==> src/rtl/mul_div_ctrl_if.sv <==
// ============================================================================
// Module   : mul_div_ctrl_if
// Brief    : Request/result bundle between mul_div_ctrl and the mul_div unit.
// Revision : 1.0 - initial release
// ============================================================================
`default_nettype none

interface mul_div_ctrl_if;
   logic        mul_div_req_o;
   logic [2:0]  m_d_op_o;
   logic [6:0]  op_o;
   logic [31:0] rs1_o;
   logic [31:0] rs2_o;
   logic        rs1_signed_o;
   logic        rs2_signed_o;
   logic [31:0] high_i;
   logic [31:0] low_i;
   logic        ready_i;

   modport master (
      output mul_div_req_o, m_d_op_o, op_o, rs1_o, rs2_o, rs1_signed_o, rs2_signed_o,
      input  high_i, low_i, ready_i
   );

   modport slave (
      input  mul_div_req_o, m_d_op_o, op_o, rs1_o, rs2_o, rs1_signed_o, rs2_signed_o,
      output high_i, low_i, ready_i
   );
endinterface

`default_nettype wire

==> src/rtl/mul_div_ctrl.sv <==
// ============================================================================
// Module   : mul_div_ctrl
// Brief    : EXE-stage RV32M initiator for the iterative mul_div unit with
//            RV32M corner-case fixes. Optional result cache: MUL_DIV_RESULT_CACHE_EN.
// Revision : 1.0 - initial release
// ============================================================================
`default_nettype none

module mul_div_ctrl #(
   parameter logic [6:0] OP_R_M   = 7'b0110011,
   parameter int         MAX_WAIT = 40
) (
   input  logic            clk_i,
   input  logic            rst_i,
   input  logic            req_i,
   input  logic [2:0]      funct3_i,
   input  logic [31:0]     rs1_i,
   input  logic [31:0]     rs2_i,
   input  logic [4:0]      rd_i,
   input  logic            flush_i,
   output logic            stall_o,
   output logic            wb_valid_o,
   output logic [31:0]     wb_data_o,
   output logic [4:0]      wb_rd_o,
   output logic            timeout_o,
   mul_div_ctrl_if.master  md
);
   localparam int c_WD_W = $clog2(MAX_WAIT + 1);

   typedef enum logic [1:0] {
      ST_IDLE = 2'd0,
      ST_BUSY = 2'd1,
      ST_DONE = 2'd2
   } state_t;

   state_t            r_state;
   logic [c_WD_W-1:0] r_wdog;
   logic [4:0]        r_rd;
   logic              w_accept;
   logic              w_capture;
   logic              w_timeout;
   logic              w_hit;
   logic [31:0]       w_hit_hi;
   logic [31:0]       w_hit_lo;

   function automatic logic f_rs1_signed(input logic [2:0] f3);
      return (f3 == 3'd1) || (f3 == 3'd2) || (f3 == 3'd4) || (f3 == 3'd6);
   endfunction

   function automatic logic f_rs2_signed(input logic [2:0] f3);
      return (f3 == 3'd1) || (f3 == 3'd4) || (f3 == 3'd6);
   endfunction

   // Divider reports |remainder| in hi, so signed REM must restore the dividend's sign
   function automatic logic [31:0] f_result(input logic [2:0] f3, input logic [31:0] a,
                                            input logic [31:0] b, input logic [31:0] hi,
                                            input logic [31:0] lo);
      logic [31:0] res;
      res = (f3 == 3'd0) ? lo : hi;
      if (f3[2]) begin
         if (b == '0)
            res = f3[1] ? a : '1;
         else if ((f3 == 3'd4) && (a == 32'h8000_0000) && (b == '1))
            res = 32'h8000_0000;
         else if ((f3 == 3'd6) && (a == 32'h8000_0000) && (b == '1))
            res = '0;
         else if ((f3 == 3'd6) && a[31])
            res = -hi;
         else
            res = f3[1] ? hi : lo;
      end
      return res;
   endfunction

   assign w_accept  = (r_state == ST_IDLE) && req_i && !flush_i;
   assign w_capture = (r_state == ST_BUSY) && !flush_i && md.ready_i;
   assign w_timeout = (r_state == ST_BUSY) && !flush_i && !md.ready_i &&
                      (r_wdog == c_WD_W'(MAX_WAIT));
   assign stall_o   = (r_state == ST_BUSY) || ((r_state == ST_IDLE) && req_i);

`ifdef MUL_DIV_RESULT_CACHE_EN
   logic        r_c_vld;
   logic [31:0] r_c_rs1;
   logic [31:0] r_c_rs2;
   logic [31:0] r_c_hi;
   logic [31:0] r_c_lo;
   logic [1:0]  r_c_sgn;
   logic        r_c_div;
   logic [1:0]  w_sgn_in;

   assign w_sgn_in = {f_rs1_signed(funct3_i), f_rs2_signed(funct3_i)};
   // MUL only consumes lo, which is the same for every signedness pair
   assign w_hit    = r_c_vld && (rs1_i == r_c_rs1) && (rs2_i == r_c_rs2) &&
                     (funct3_i[2] == r_c_div) &&
                     ((funct3_i == 3'd0) || (w_sgn_in == r_c_sgn));
   assign w_hit_hi = r_c_hi;
   assign w_hit_lo = r_c_lo;

   always_ff @(posedge clk_i) begin
      if (rst_i) begin
         r_c_vld <= 1'b0;
         r_c_rs1 <= '0;
         r_c_rs2 <= '0;
         r_c_hi  <= '0;
         r_c_lo  <= '0;
         r_c_sgn <= '0;
         r_c_div <= 1'b0;
      end else if (w_timeout) begin
         r_c_vld <= 1'b0;
      end else if (w_capture) begin
         r_c_vld <= 1'b1;
         r_c_rs1 <= md.rs1_o;
         r_c_rs2 <= md.rs2_o;
         r_c_hi  <= md.high_i;
         r_c_lo  <= md.low_i;
         r_c_sgn <= {md.rs1_signed_o, md.rs2_signed_o};
         r_c_div <= md.m_d_op_o[2];
      end
   end
`else
   assign w_hit    = 1'b0;
   assign w_hit_hi = '0;
   assign w_hit_lo = '0;
`endif

   always_ff @(posedge clk_i) begin
      if (rst_i) begin
         r_state         <= ST_IDLE;
         r_wdog          <= '0;
         r_rd            <= '0;
         wb_valid_o      <= 1'b0;
         wb_data_o       <= '0;
         wb_rd_o         <= '0;
         timeout_o       <= 1'b0;
         md.mul_div_req_o <= 1'b0;
         md.m_d_op_o     <= '0;
         md.op_o         <= '0;
         md.rs1_o        <= '0;
         md.rs2_o        <= '0;
         md.rs1_signed_o <= 1'b0;
         md.rs2_signed_o <= 1'b0;
      end else begin
         wb_valid_o <= 1'b0;
         timeout_o  <= 1'b0;
         case (r_state)
            ST_IDLE: begin
               if (w_accept) begin
                  md.m_d_op_o     <= funct3_i;
                  md.rs1_o        <= rs1_i;
                  md.rs2_o        <= rs2_i;
                  md.rs1_signed_o <= f_rs1_signed(funct3_i);
                  md.rs2_signed_o <= f_rs2_signed(funct3_i);
                  r_rd            <= rd_i;
                  r_wdog          <= '0;
                  if (w_hit) begin
                     r_state    <= ST_DONE;
                     wb_valid_o <= 1'b1;
                     wb_data_o  <= f_result(funct3_i, rs1_i, rs2_i, w_hit_hi, w_hit_lo);
                     wb_rd_o    <= rd_i;
                  end else begin
                     r_state          <= ST_BUSY;
                     md.mul_div_req_o <= 1'b1;
                     md.op_o          <= OP_R_M;
                  end
               end
            end
            ST_BUSY: begin
               r_wdog <= r_wdog + c_WD_W'(1);
               if (flush_i) begin
                  r_state          <= ST_IDLE;
                  md.mul_div_req_o <= 1'b0;
                  md.op_o          <= '0;
               end else if (w_capture) begin
                  r_state          <= ST_DONE;
                  md.mul_div_req_o <= 1'b0;
                  md.op_o          <= '0;
                  wb_valid_o       <= 1'b1;
                  wb_data_o        <= f_result(md.m_d_op_o, md.rs1_o, md.rs2_o,
                                               md.high_i, md.low_i);
                  wb_rd_o          <= r_rd;
               end else if (w_timeout) begin
                  r_state          <= ST_DONE;
                  md.mul_div_req_o <= 1'b0;
                  md.op_o          <= '0;
                  wb_valid_o       <= 1'b1;
                  wb_data_o        <= '0;
                  wb_rd_o          <= r_rd;
                  timeout_o        <= 1'b1;
               end
            end
            ST_DONE: r_state <= ST_IDLE;
            default: r_state <= ST_IDLE;
         endcase
      end
   end
endmodule

`default_nettype wire

==> src/flat_wrapper.sv <==
// flat-port wrapper written by rule: the top's interface ports become plain ports
module mul_div_ctrl_flat 
#(
   parameter logic [6:0] OP_R_M   = 7'b0110011,
   parameter int         MAX_WAIT = 40
)
  (clk_i, rst_i, req_i, funct3_i, rs1_i, rs2_i, rd_i, flush_i, stall_o, wb_valid_o, wb_data_o, wb_rd_o, timeout_o, md_mul_div_req_o, md_m_d_op_o, md_op_o, md_rs1_o, md_rs2_o, md_rs1_signed_o, md_rs2_signed_o, md_high_i, md_low_i, md_ready_i);
  mul_div_ctrl_if md_i ();
  input  logic clk_i;
  input  logic rst_i;
  input  logic req_i;
  input  logic [2:0] funct3_i;
  input  logic [31:0] rs1_i;
  input  logic [31:0] rs2_i;
  input  logic [4:0] rd_i;
  input  logic flush_i;
  output logic stall_o;
  output logic wb_valid_o;
  output logic [31:0] wb_data_o;
  output logic [4:0] wb_rd_o;
  output logic timeout_o;
  output wire logic [$bits(md_i.mul_div_req_o)-1:0] md_mul_div_req_o;
  output wire logic [$bits(md_i.m_d_op_o)-1:0] md_m_d_op_o;
  output wire logic [$bits(md_i.op_o)-1:0] md_op_o;
  output wire logic [$bits(md_i.rs1_o)-1:0] md_rs1_o;
  output wire logic [$bits(md_i.rs2_o)-1:0] md_rs2_o;
  output wire logic [$bits(md_i.rs1_signed_o)-1:0] md_rs1_signed_o;
  output wire logic [$bits(md_i.rs2_signed_o)-1:0] md_rs2_signed_o;
  input wire logic [$bits(md_i.high_i)-1:0] md_high_i;
  input wire logic [$bits(md_i.low_i)-1:0] md_low_i;
  input wire logic [$bits(md_i.ready_i)-1:0] md_ready_i;
  assign md_mul_div_req_o = md_i.mul_div_req_o;
  assign md_m_d_op_o = md_i.m_d_op_o;
  assign md_op_o = md_i.op_o;
  assign md_rs1_o = md_i.rs1_o;
  assign md_rs2_o = md_i.rs2_o;
  assign md_rs1_signed_o = md_i.rs1_signed_o;
  assign md_rs2_signed_o = md_i.rs2_signed_o;
  assign md_i.high_i = md_high_i;
  assign md_i.low_i = md_low_i;
  assign md_i.ready_i = md_ready_i;
  mul_div_ctrl #(.OP_R_M(OP_R_M), .MAX_WAIT(MAX_WAIT)) u_core (.clk_i(clk_i), .rst_i(rst_i), .req_i(req_i), .funct3_i(funct3_i), .rs1_i(rs1_i), .rs2_i(rs2_i), .rd_i(rd_i), .flush_i(flush_i), .stall_o(stall_o), .wb_valid_o(wb_valid_o), .wb_data_o(wb_data_o), .wb_rd_o(wb_rd_o), .timeout_o(timeout_o), .md(md_i));
endmodule
==> config.mk <==
export PLATFORM = sky130hd
export DESIGN_NAME = mul_div_ctrl_flat
export DESIGN_NICKNAME = d
export VERILOG_FILES = /design/src/rtl/mul_div_ctrl_if.sv /design/src/rtl/mul_div_ctrl.sv /design/src/flat_wrapper.sv
export SDC_FILE = /design/constraint.sdc
export NUM_CORES = 1
export LEC_CHECK = 0
export BUFFER_PORTS_ARGS = -buffer_cell sky130_fd_sc_hd__buf_2
export CORE_ASPECT_RATIO = 1.2
export CORE_MARGIN = 1.5
export CORE_UTILIZATION = 30
export CTS_CLUSTER_SIZE = 12
export DETAILED_ROUTE_END_ITERATION = 10
export SLEW_MARGIN = 5
export SYNTH_ARGS = -nofsm -noshare
export SYNTH_HDL_FRONTEND = slang
export SYNTH_SLANG_ARGS = --single-unit
==> constraint.sdc <==
create_clock -name clk_i -period 5 [get_ports clk_i]
set_input_delay 1 -clock clk_i [delete_from_list [all_inputs] [get_ports clk_i]]
set_output_delay 1 -clock clk_i [all_outputs]
set_load 0.05 [all_outputs]
; ---- Word level (Yosys, flattened, before mapping)
; Cells that the tools add are included.
[word_totals]
reg_bits = 129
in_bits = 141
out_inout_bits = 117
[classes]
add_sub_neg = 2
n_eq_ne = 12
mux = 31
n_bitwise = 2
n_reduce_logical = 31
[op_table]
columns = cell, n
row1 = 32-bit 2-to-1 mux, 10
row2 = "32-bit == test, second input constant", 2
row3 = 32-bit zero test, 1
row4 = 32-bit negation, 1
row5 = 7-bit 2-to-1 mux, 4
row6 = 7-bit case mux with 2 select lines, 1
row7 = "3-bit == test, second input constant", 4
row8 = 6-bit case mux with 2 select lines, 1
row9 = 1-bit logical AND, 11
row10 = 5-bit 2-to-1 mux, 2
row11 = 2-bit 2-to-1 mux, 4
row12 = "6-bit by 1-bit adder with 6-bit output, second input constant", 1
row13 = "6-bit == test, second input constant", 1
row14 = 1-bit logical OR, 6
row15 = 1-bit 2-to-1 mux, 6
row16 = 6-bit 2-to-1 mux, 1
row17 = 2-bit AND reduction, 3
row18 = 3-bit AND reduction, 2
row19 = "4-bit by 2-bit inequality test with 1-bit output, second input constant", 1
row20 = 2-bit case mux with 2 select lines, 1
row21 = 2-bit nonzero test, 2
row22 = 4-bit OR reduction, 1
row23 = "3-bit by 1-bit == test with 1-bit output, second input constant", 1
row24 = "3-bit by 2-bit == test with 1-bit output, second input constant", 1
row25 = other kinds (8), 10

; ---- Depth between registers and ports, before layout
; Gate-level depths: netlist of run 1.
[depth]
ltp_word = 8
ltp_mapped = 9

; ---- Worst setup path after synthesis of run 1
; OpenSTA, ideal clock, no wires.
[synth_timing]
path_type = in2reg
startpoint = input md_high_i[2]
endpoint = register u_core.wb_data_o[18]
setup_time_ns = 0.095
arrival_time_ns = 2.669
t_required_ns = 4.905
slack_ns = 2.236
stages = 7
cell_sequence = clkbuf_1 nor4_4 nand3b_2 o31ai_1 xor2_1 a211o_1 a221oi_1
[synth_via]
elab_chain_len = 7
[synth_lines]
columns = item, line_no
row1 = from (decl), flat_wrapper.sv:29  ; input wire logic [$bits(md_i.high_i)-1:0] md_high_i;
row2 = 32-bit negation, mul_div_ctrl.sv:68  ; res = -hi;
row3 = 32-bit 2-to-1 mux, mul_div_ctrl.sv:67  ; else if ((f3 == 3'd6) && a[31])
row4 = 32-bit 2-to-1 mux, mul_div_ctrl.sv:65  ; else if ((f3 == 3'd6) && (a == 32'h8000_0000) && (b == '1))
row5 = 32-bit 2-to-1 mux, mul_div_ctrl.sv:63  ; else if ((f3 == 3'd4) && (a == 32'h8000_0000) && (b == '1))
row6 = 32-bit 2-to-1 mux, mul_div_ctrl.sv:61  ; if (b == '0)
row7 = 32-bit 2-to-1 mux, mul_div_ctrl.sv:60  ; if (f3[2]) begin
row8 = 32-bit 2-to-1 mux, mul_div_ctrl.sv:173  ; end else if (w_capture) begin
row9 = to (signal assigned), mul_div_ctrl.sv:158  ; wb_data_o <= f_result(funct3_i, rs1_i, rs2_i, w_hit_hi, w_hit_lo);
row10 = to (signal assigned), mul_div_ctrl.sv:178  ; wb_data_o <= f_result(md.m_d_op_o, md.rs1_o, md.rs2_o,
row11 = to (decl), mul_div_ctrl.sv:23  ; output logic [31:0] wb_data_o,
; No other way between the ends.
; A chain may end at the register's enable or synchronous reset.

; ---- Worst setup path in the final report of run 1
[layout_timing]
startpoint = register u_core.md.m_d_op_o[2]
endpoint = register u_core.wb_data_o[13]
[layout_via]
elab_chain_len = 8
word_cells_on_any_way = 15
[layout_lines]
columns = item, line_no
row1 = from (decl), mul_div_ctrl_if.sv:21  ; output mul_div_req_o, m_d_op_o, op_o, rs1_o, rs2_o, rs1_signed_o, rs2_signed_o,
row2 = from (signal assigned), mul_div_ctrl.sv:148  ; md.m_d_op_o <= funct3_i;
row3 = 3-bit == test, "mul_div_ctrl.sv:65, mul_div_ctrl.sv:67"
row4 = 1-bit logical AND (on tied branches), "mul_div_ctrl.sv:67, mul_div_ctrl.sv:65"
row5 = 32-bit 2-to-1 mux or 1-bit logical AND (tied branches), "mul_div_ctrl.sv:67, mul_div_ctrl.sv:65"
row6 = 32-bit 2-to-1 mux, mul_div_ctrl.sv:65
row7 = 32-bit 2-to-1 mux, mul_div_ctrl.sv:63
row8 = 32-bit 2-to-1 mux, mul_div_ctrl.sv:61
row9 = 32-bit 2-to-1 mux *, mul_div_ctrl.sv:60
row10 = 32-bit 2-to-1 mux *, mul_div_ctrl.sv:173
; Every way passes the cells marked *; elsewhere a longest branch is shown, timed or not.

==> impl_metrics.json, run 1 <==
{
  "path_delay_family": "buffers and inverters",
  "final.period_utilization_pct": 62.5,
  "ys.flop_type": "dfxtp_1",
  "grtUsageTotal_pct": 22.7,
  "clk_latency_ns": 0.42,
  "drt_wl_total_um": 27500,
  "io_pins": 258,
  "cap_violations": 0,
  "cp.arrival_ns": 3.44,
  "viasPerCell": 5.42,
  "swShare_pct": 31.5,
  "die_x_um": 141,
  "cp_cell_sequence": "buf_4 > inv_1 > or4_1 > buf_4 > o221a_2 > a22o_1 > a31o_1",
  "placement.io_buffers": 254,
  "die_h_um": 168,
  "max_slew_margin_pct": 38.9,
  "hold_depth": 2,
  "setup_tns_ns": 0,
  "setup_viol": 0,
  "yosys_warnings": 0,
  "synth_edf_count": 0,
  "hold_class": "reg -> reg",
  "p_leak_nw": 3.70,
  "final_area_um2": 8800,
  "path_class": "reg -> reg",
  "syn_area_um2": 6840,
  "cts_htree_levels": 4,
  "clock-root-buffer": "clkbuf_16",
  "dieArea_um2": 23700,
  "synth_area_per_cell_um2": 7.60,
  "p_seq_share_pct": 38.7,
  "comb_power_share_pct": 18.0,
  "hpwl_um": 19900,
  "vias": 7598,
  "worstRegToRegCells": 7,
  "gp_congestion": 0.922,
  "drv_slew": 0,
  "gr-total-overflow": 0,
  "drive_gt1_share_pct": 30.5,
  "holdCritStartpoint": "u_core.wb_data_o[7]",
  "cts_resized": 0,
  "synth_seq_cells": 122,
  "fin_nets": 1254,
  "async_flop_share_pct": 0,
  "total_power_mw": 2.73,
  "wire_per_inst_um": 19.6,
  "drt-initial-drc-count": 556,
  "end_kind": "register",
  "postCtsSetupBuffers": 0,
  "r2r_start": "u_core.md.m_d_op_o[2]",
  "crit_top_cell": "buf_4",
  "first_pass_iters": 5,
  "first_global_vias": 7264,
  "worst_pin_slew_ns": 0.910,
  "grt_max_degree": 83,
  "power.density_nw_per_um2": 310,
  "postCtsHoldBufs": 0,
  "status": "finished, final reports clean",
  "start_kind": "register",
  "clk_pin_slew_worst_paths_ns": 0.06,
  "cp_slowest_cell": "or4_1",
  "min_to": "u_core.wb_data_o[7]",
  "fmax_ghz": 0.320,
  "rr_endpoint": "u_core.wb_data_o[13]",
  "antenna_left": 0,
  "yosysSeqAreaShare_pct": 35.7,
  "utilization_pct": 39.3,
  "cts.sinks": 122,
  "report.final.hold_viol_count": 0,
  "grt_pass1_wl_um": 41600,
  "clock_skew_ns": 0.0108,
  "synth_cell_type_count": 73,
  "cp_max_fo": 33,
  "syn_to_final_growth_pct": 28.6,
  "switchingPower_mw": 0.859,
  "clockBufferDepth": 2,
  "crit_buf_inv": 3,
  "place_area_um2": 8240,
  "cts_buffers": 17,
  "initial_utilization_pct": 30.6,
  "cts_tree": "built",
  "antenna_found_initial": 3,
  "critPathMaxStageDelay_ns": 1.00,
  "rsz0062_at_grt": "false",
  "instances_no_fill": 1403,
  "remaining_drc_errors": 0,
  "row_count": 60,
  "dpl.cell_count": 1370,
  "min_period_ns": 3.13,
  "power_frac_clock_pct": 43.3,
  "required_ns": 5.32,
  "r2r_setup_slack_ns": 1.87,
  "core_area_um2": 22400,
  "internal_power_mw": 1.87,
  "peakVddDrop_v": 0.000225,
  "netlist_instances": 900
}
power by group through the flow:
stage	Combinational, mW	Clock, mW	Sequential [mW]
final	0.491	1.18	1.06
after CTS	0.490	1.20	1.06
after global routing	0.528	1.25	1.06
after detailed placement	0.488	0	1.08
after global placement	0.487	0	1.08
after floorplan	0.216	0	1.17
worst reg2reg max path: stages (launching register included):
cell     delay (ns)
dfxtp_1        0.30
buf_4          0.34
inv_1          0.38
or4_1          1.00
buf_4          0.36
o221a_2        0.29
a22o_1         0.19
a31o_1         0.18
metal layers:
layer  GRT usage [%]  routed length (µm)  vias to the layer above  share of wire, %
met5               0                  23                        -             0.084
met4            9.51                 746                        4               2.7
met3            5.55                2070                       45               7.5
met2            36.8               12800                      357                47
met1            28.7               11900                     3536                43
li1                -                   -                     3656                 -
layout make-up:
cell class | count | area, µm²
Antenna cell | 1 | 2.50
Clock inverter | 11 | 97.6
Tap cell | 279 | 349
Inverter | 9 | 33.8
Fill cell | 2446 | 13600
Multi-Input combinational cell | 696 | 4060
Clock buffer | 21 | 460
Sequential cell | 122 | 2440
Timing Repair Buffer | 264 | 1350
registers in the layout, indices dropped and copies added, names as in the netlist:
register                cells
u_core.md.rs1_o            32
u_core.md.rs2_o            32
u_core.wb_data_o           32
u_core.r_wdog               6
u_core.r_rd                 5
u_core.wb_rd_o              5
u_core.md.m_d_op_o          3
u_core.r_state              2
u_core.md.op_o              1
u_core.md.rs1_signed_o      1
u_core.md.rs2_signed_o      1
u_core.timeout_o            1
u_core.wb_valid_o           1
cells in the final DEF (no fill, tap or decap), types with 5 or more instances in the layout:
cell / n
xnor2_1: 20
dfxtp_1: 121
a21oi_2: 11
nor3_1: 8
o22ai_1: 6
xor2_1: 6
a22oi_1: 7
or4_1: 5
a221oi_1: 8
nand3_1: 11
nand2b_1: 12
o2111ai_1: 6
clkbuf_16: 17
o31ai_1: 9
or2_2: 6
a21oi_1: 115
inv_1: 8
a31oi_1: 7
buf_2: 253
o221ai_1: 13
mux2i_1: 17
nand4_1: 11
o21ai_1: 18
o21ai_0: 23
mux2_2: 13
nor2_1: 68
nor2b_1: 8
nand2_1: 185
buf_4: 11
nor4_1: 19
kinds of logic after synthesis:
| family | share of synthesized area (%) |
|---|---|
| DFF | 35.7 |
| muxes | 4.79 |
| AOI/OAI and AO/OA | 24.7 |
| other | 0.0548 |
| and+or+nand+nor | 25.6 |
| xor gates and xnor gates | 3.33 |
| adders and majority gates | 0.549 |
| buffers and inverters | 5.27 |
per-stage QoR:
step	hold slack (ns)	worst slack, ns
after CTS	0.449	1.93
after global routing	0.463	1.81
final	0.447	1.87
after floorplan	0.436	2.24
after detailed placement	0.441	1.64
after global placement	0.436	1.69
worst max path at each step:
stage                                from              endpoint  slack [ns]  cells after the start
global placement             md_high_i[4]  u_core.wb_data_o[17]        1.69                      7
CTS                 u_core.md.m_d_op_o[2]  u_core.wb_data_o[13]        1.93                      7
finish              u_core.md.m_d_op_o[2]  u_core.wb_data_o[13]        1.87                      7
floorplan                    md_high_i[2]  u_core.wb_data_o[18]        2.24                      7
global route        u_core.md.m_d_op_o[2]  u_core.wb_data_o[13]        1.81                      7
detailed placement                flush_i  u_core.wb_data_o[27]        1.64                      6
synth_stat cells, drive strengths merged (4+ instances only):
master   count  share of area [%]
xor2         6               0.77
o31ai        9               0.99
dfxtp      122                 36
nor4b        5               0.64
a221oi       8                1.0
nand2      188                 10
clkbuf      60                3.3
nor3         8               0.59
mux2        14                2.3
a22oi        7               0.77
or3          4               0.37
a311oi       4               0.51
o32ai        4               0.51
nand3       11               0.80
o22ai        6               0.55
nor2        69                3.8
or4          6               0.71
a31oi        7               0.64
xnor2       20                2.6
a211o        4               0.51
o221ai      13                1.7
mux2i       17                2.5
nand4       11                1.0
nand2b      12                1.1
inv          9               0.49
o2111ai      6               0.77
o21ai       41                3.0
buf         15                1.5
a21oi      126                9.8
or2          7               0.64
nor2b        8               0.73
nor4        23                2.7
o22a         4               0.51
a211oi       4               0.44
Power figures use the tool's default switching activity.
==> inputs of run 2 (changes only) <==
ABC_AREA = 1   (was not set)
clock period = 2.9 ns   (was 5 ns; I/O delays follow)
==> run 2 against run 1 <==
Effect of this change: synthesized area rose by 6.4%; wire length rose by 5.7%; flip-flop and latch count did not move; clock skew rose by 0.0028 ns; design area rose by 6.8%; final cell count rose by 22%; critical endpoint is now u_core.md.op_o[4]; highest routed layer unchanged.
==> impl_metrics.json, run 2 <==
{
  "setup_tns_ns": 0,
  "clockBufferDepth": 2,
  "yosysTopAreaCell": "dfxtp_1",
  "drt_wl_total_um": 29100,
  "timing.hold.ws_ns": 0.392,
  "drive_gt1_share_pct": 23.8,
  "synth_area_per_cell_um2": 6.28,
  "netlist_instances": 1160,
  "clock-root-buffer": "clkbuf_16",
  "initial_utilization_pct": 30.5,
  "die_h_um": 174,
  "reg_top3": "u_core.md.rs1_o x32, u_core.md.rs2_o x32, u_core.wb_data_o x32",
  "gp_congestion": 0.885,
  "synth_common_cells": "255 x nand2_1, 141 x a21oi_1, 137 x inv_1",
  "die_x_um": 145,
  "antenna_found_initial": 2,
  "path_class": "reg -> reg",
  "yosys.area_share.adder_pct": 0.516,
  "preCtsSetupSlack_ns": 0.425,
  "synth_edf_count": 0,
  "yosys.area_share.simple_pct": 26.5,
  "cts_resized": 0,
  "setup_viol": 0,
  "internal_power_mw": 3.64,
  "io_pins": 258,
  "cp.arrival_ns": 2.68,
  "vias": 8581,
  "comb_power_share_pct": 21.1,
  "grt_pass1_wl_um": 44700,
  "required_ns": 3.23,
  "clock_skew_ns": 0.0136,
  "fin_ws_ns": 0.555,
  "worst_pin_slew_ns": 0.698,
  "peakVddDrop_v": 0.000334,
  "power_frac_clock_pct": 44.7,
  "cts_htree_levels": 4,
  "synth_area_leaders": "dfxtp_1 34%, nand2_1 13%, a21oi_1 9.7%, o21ai_0 9.3%, inv_1 7.1%",
  "start_kind": "register",
  "gr-total-overflow": 0,
  "min_period_ns": 2.34,
  "antenna_left": 0,
  "layout_commonest_cell": "nand2_1",
  "yosys.area_share.xor_xnor_pct": 0.361,
  "first_global_vias": 7998,
  "synthMuxAreaShare_pct": 0,
  "drt-initial-drc-count": 569,
  "row_count": 62,
  "synth_compound_area_share_pct": 26.4,
  "async_flop_share_pct": 0,
  "rsz0062_at_grt": "false",
  "synth_cell_type_count": 39,
  "cap_violations": 0,
  "drv_slew": 0,
  "utilization_pct": 39.3,
  "end_kind": "register",
  "p_seq_share_pct": 34.3,
  "clk_latency_ns": 0.41,
  "syn_to_final_growth_pct": 29.1,
  "syn_area_um2": 7280,
  "core_area_um2": 23900,
  "status": "finished, final reports clean",
  "synth_top_family_by_area": "simple AND/OR/NAND/NOR gates",
  "cts.sinks": 122,
  "grtUsageTotal_pct": 22.4,
  "cp_max_fo": 35,
  "grt_max_degree": 62,
  "cts_tree": "built",
  "fin_nets": 1519,
  "insertedDiodeCount": 0,
  "hpwl_um": 22500,
  "placement.io_buffers": 254,
  "cts_buffers": 17,
  "yosysSeqAreaShare_pct": 33.5,
  "p_leak_nw": 4.25,
  "wire_per_inst_um": 17.0,
  "hold_class": "in -> reg",
  "remaining_drc_errors": 0,
  "clk_pin_slew_worst_paths_ns": 0.06,
  "final.period_utilization_pct": 80.9,
  "postCtsSetupBuffers": 0,
  "synth.most_common_cell": "nand2_1",
  "mostFrequentLayoutCells": "255 x nand2_1, 254 x buf_2, 141 x a21oi_1",
  "first_pass_iters": 5,
  "max_slew_margin_pct": 53.4,
  "swShare_pct": 32.2,
  "switchingPower_mw": 1.73,
  "postCtsHoldBufs": 0,
  "yosys_warnings": 0,
  "dieArea_um2": 25200,
  "synth_seq_cells": 122,
  "fmax_ghz": 0.426,
  "synth_top_area_share_pct": 33.5,
  "fill_cells": 2684,
  "power.density_nw_per_um2": 571,
  "report.final.hold_viol_count": 0,
  "viasPerCell": 5.02,
  "ys.flop_type": "dfxtp_1"
}
-- run 2: cell type report --
cell class                 instances  area [µm²]  area share [%]
inverter                         145         547            5.82
sequential                       122        2440            26.0
multi-input combinational        818        3930            41.8
clock inverter                    14         220            2.34
timing repair buffer             271        1420            15.1
clock buffer                      18         439            4.67
tap                              320         400            4.26
-- run 2: power by group through the flow --
| stage | clock [mW] | sequential, mW | combinational (mW) |
|---|---|---|---|
| after floorplan | 0 | 2.14 | 0.494 |
| after global placement | 0 | 1.88 | 1.12 |
| after detailed placement | 0 | 1.88 | 1.13 |
| after CTS | 2.44 | 1.84 | 1.13 |
| after global routing | 2.51 | 1.85 | 1.23 |
| final | 2.40 | 1.84 | 1.13 |
-- run 2: through the flow --
stage / area (µm²) / std cells / power [mW]
3_3_place_gp: 8740 / 1676 / 3.00
4_1_cts: 9400 / 1708 / 5.41
6_report: 9400 / 1708 / 5.37
2_1_floorplan: 7290 / 1162 / 2.63
3_5_place_dp: 8740 / 1676 / 3.00
5_1_grt: 9400 / 1708 / 5.58
-- run 2: cell families after synthesis --
logic type | count (synthesis)
xor gates and xnor gates | 3
buffers and inverters | 222
DFF | 122
adders and majority gates | 3
other | 1
and+or+nand+nor | 456
AOI/OAI and AO/OA | 353
-- run 2: worst paths after layout --
kind	startpoint	depth (start not counted)	slack (ns)	endpoint
hold reg to reg	u_core.r_rd[0]	2	0.45	u_core.r_rd[0]
hold / removal	rs1_i[30]	3	0.39	u_core.md.rs1_o[30]
setup reg to reg	u_core.r_state[1]	10	0.56	u_core.md.op_o[4]
setup / recovery	u_core.r_state[1]	10	0.56	u_core.md.op_o[4]
-- run 2: worst max-delay path, stage by stage (launching register included) --
cell	delay, ns
dfxtp_1	0.39
nor2_4	0.08
inv_2	0.09
nor2_2	0.06
nand2_1	0.27
nand2_1	0.32
inv_2	0.62
nand2_1	0.15
nand2_1	0.10
nand2_1	0.05
a21oi_1	0.13
-- run 2: layer usage --
metal / wire length [µm] / vias to the layer above / track usage (%)
met4: 736 / 2 / 7.06
met3: 2260 / 40 / 5.76
met2: 13800 / 362 / 37.8
li1: - / 4273 / -
met1: 12200 / 3904 / 27.9
met5: 13 / - / 0
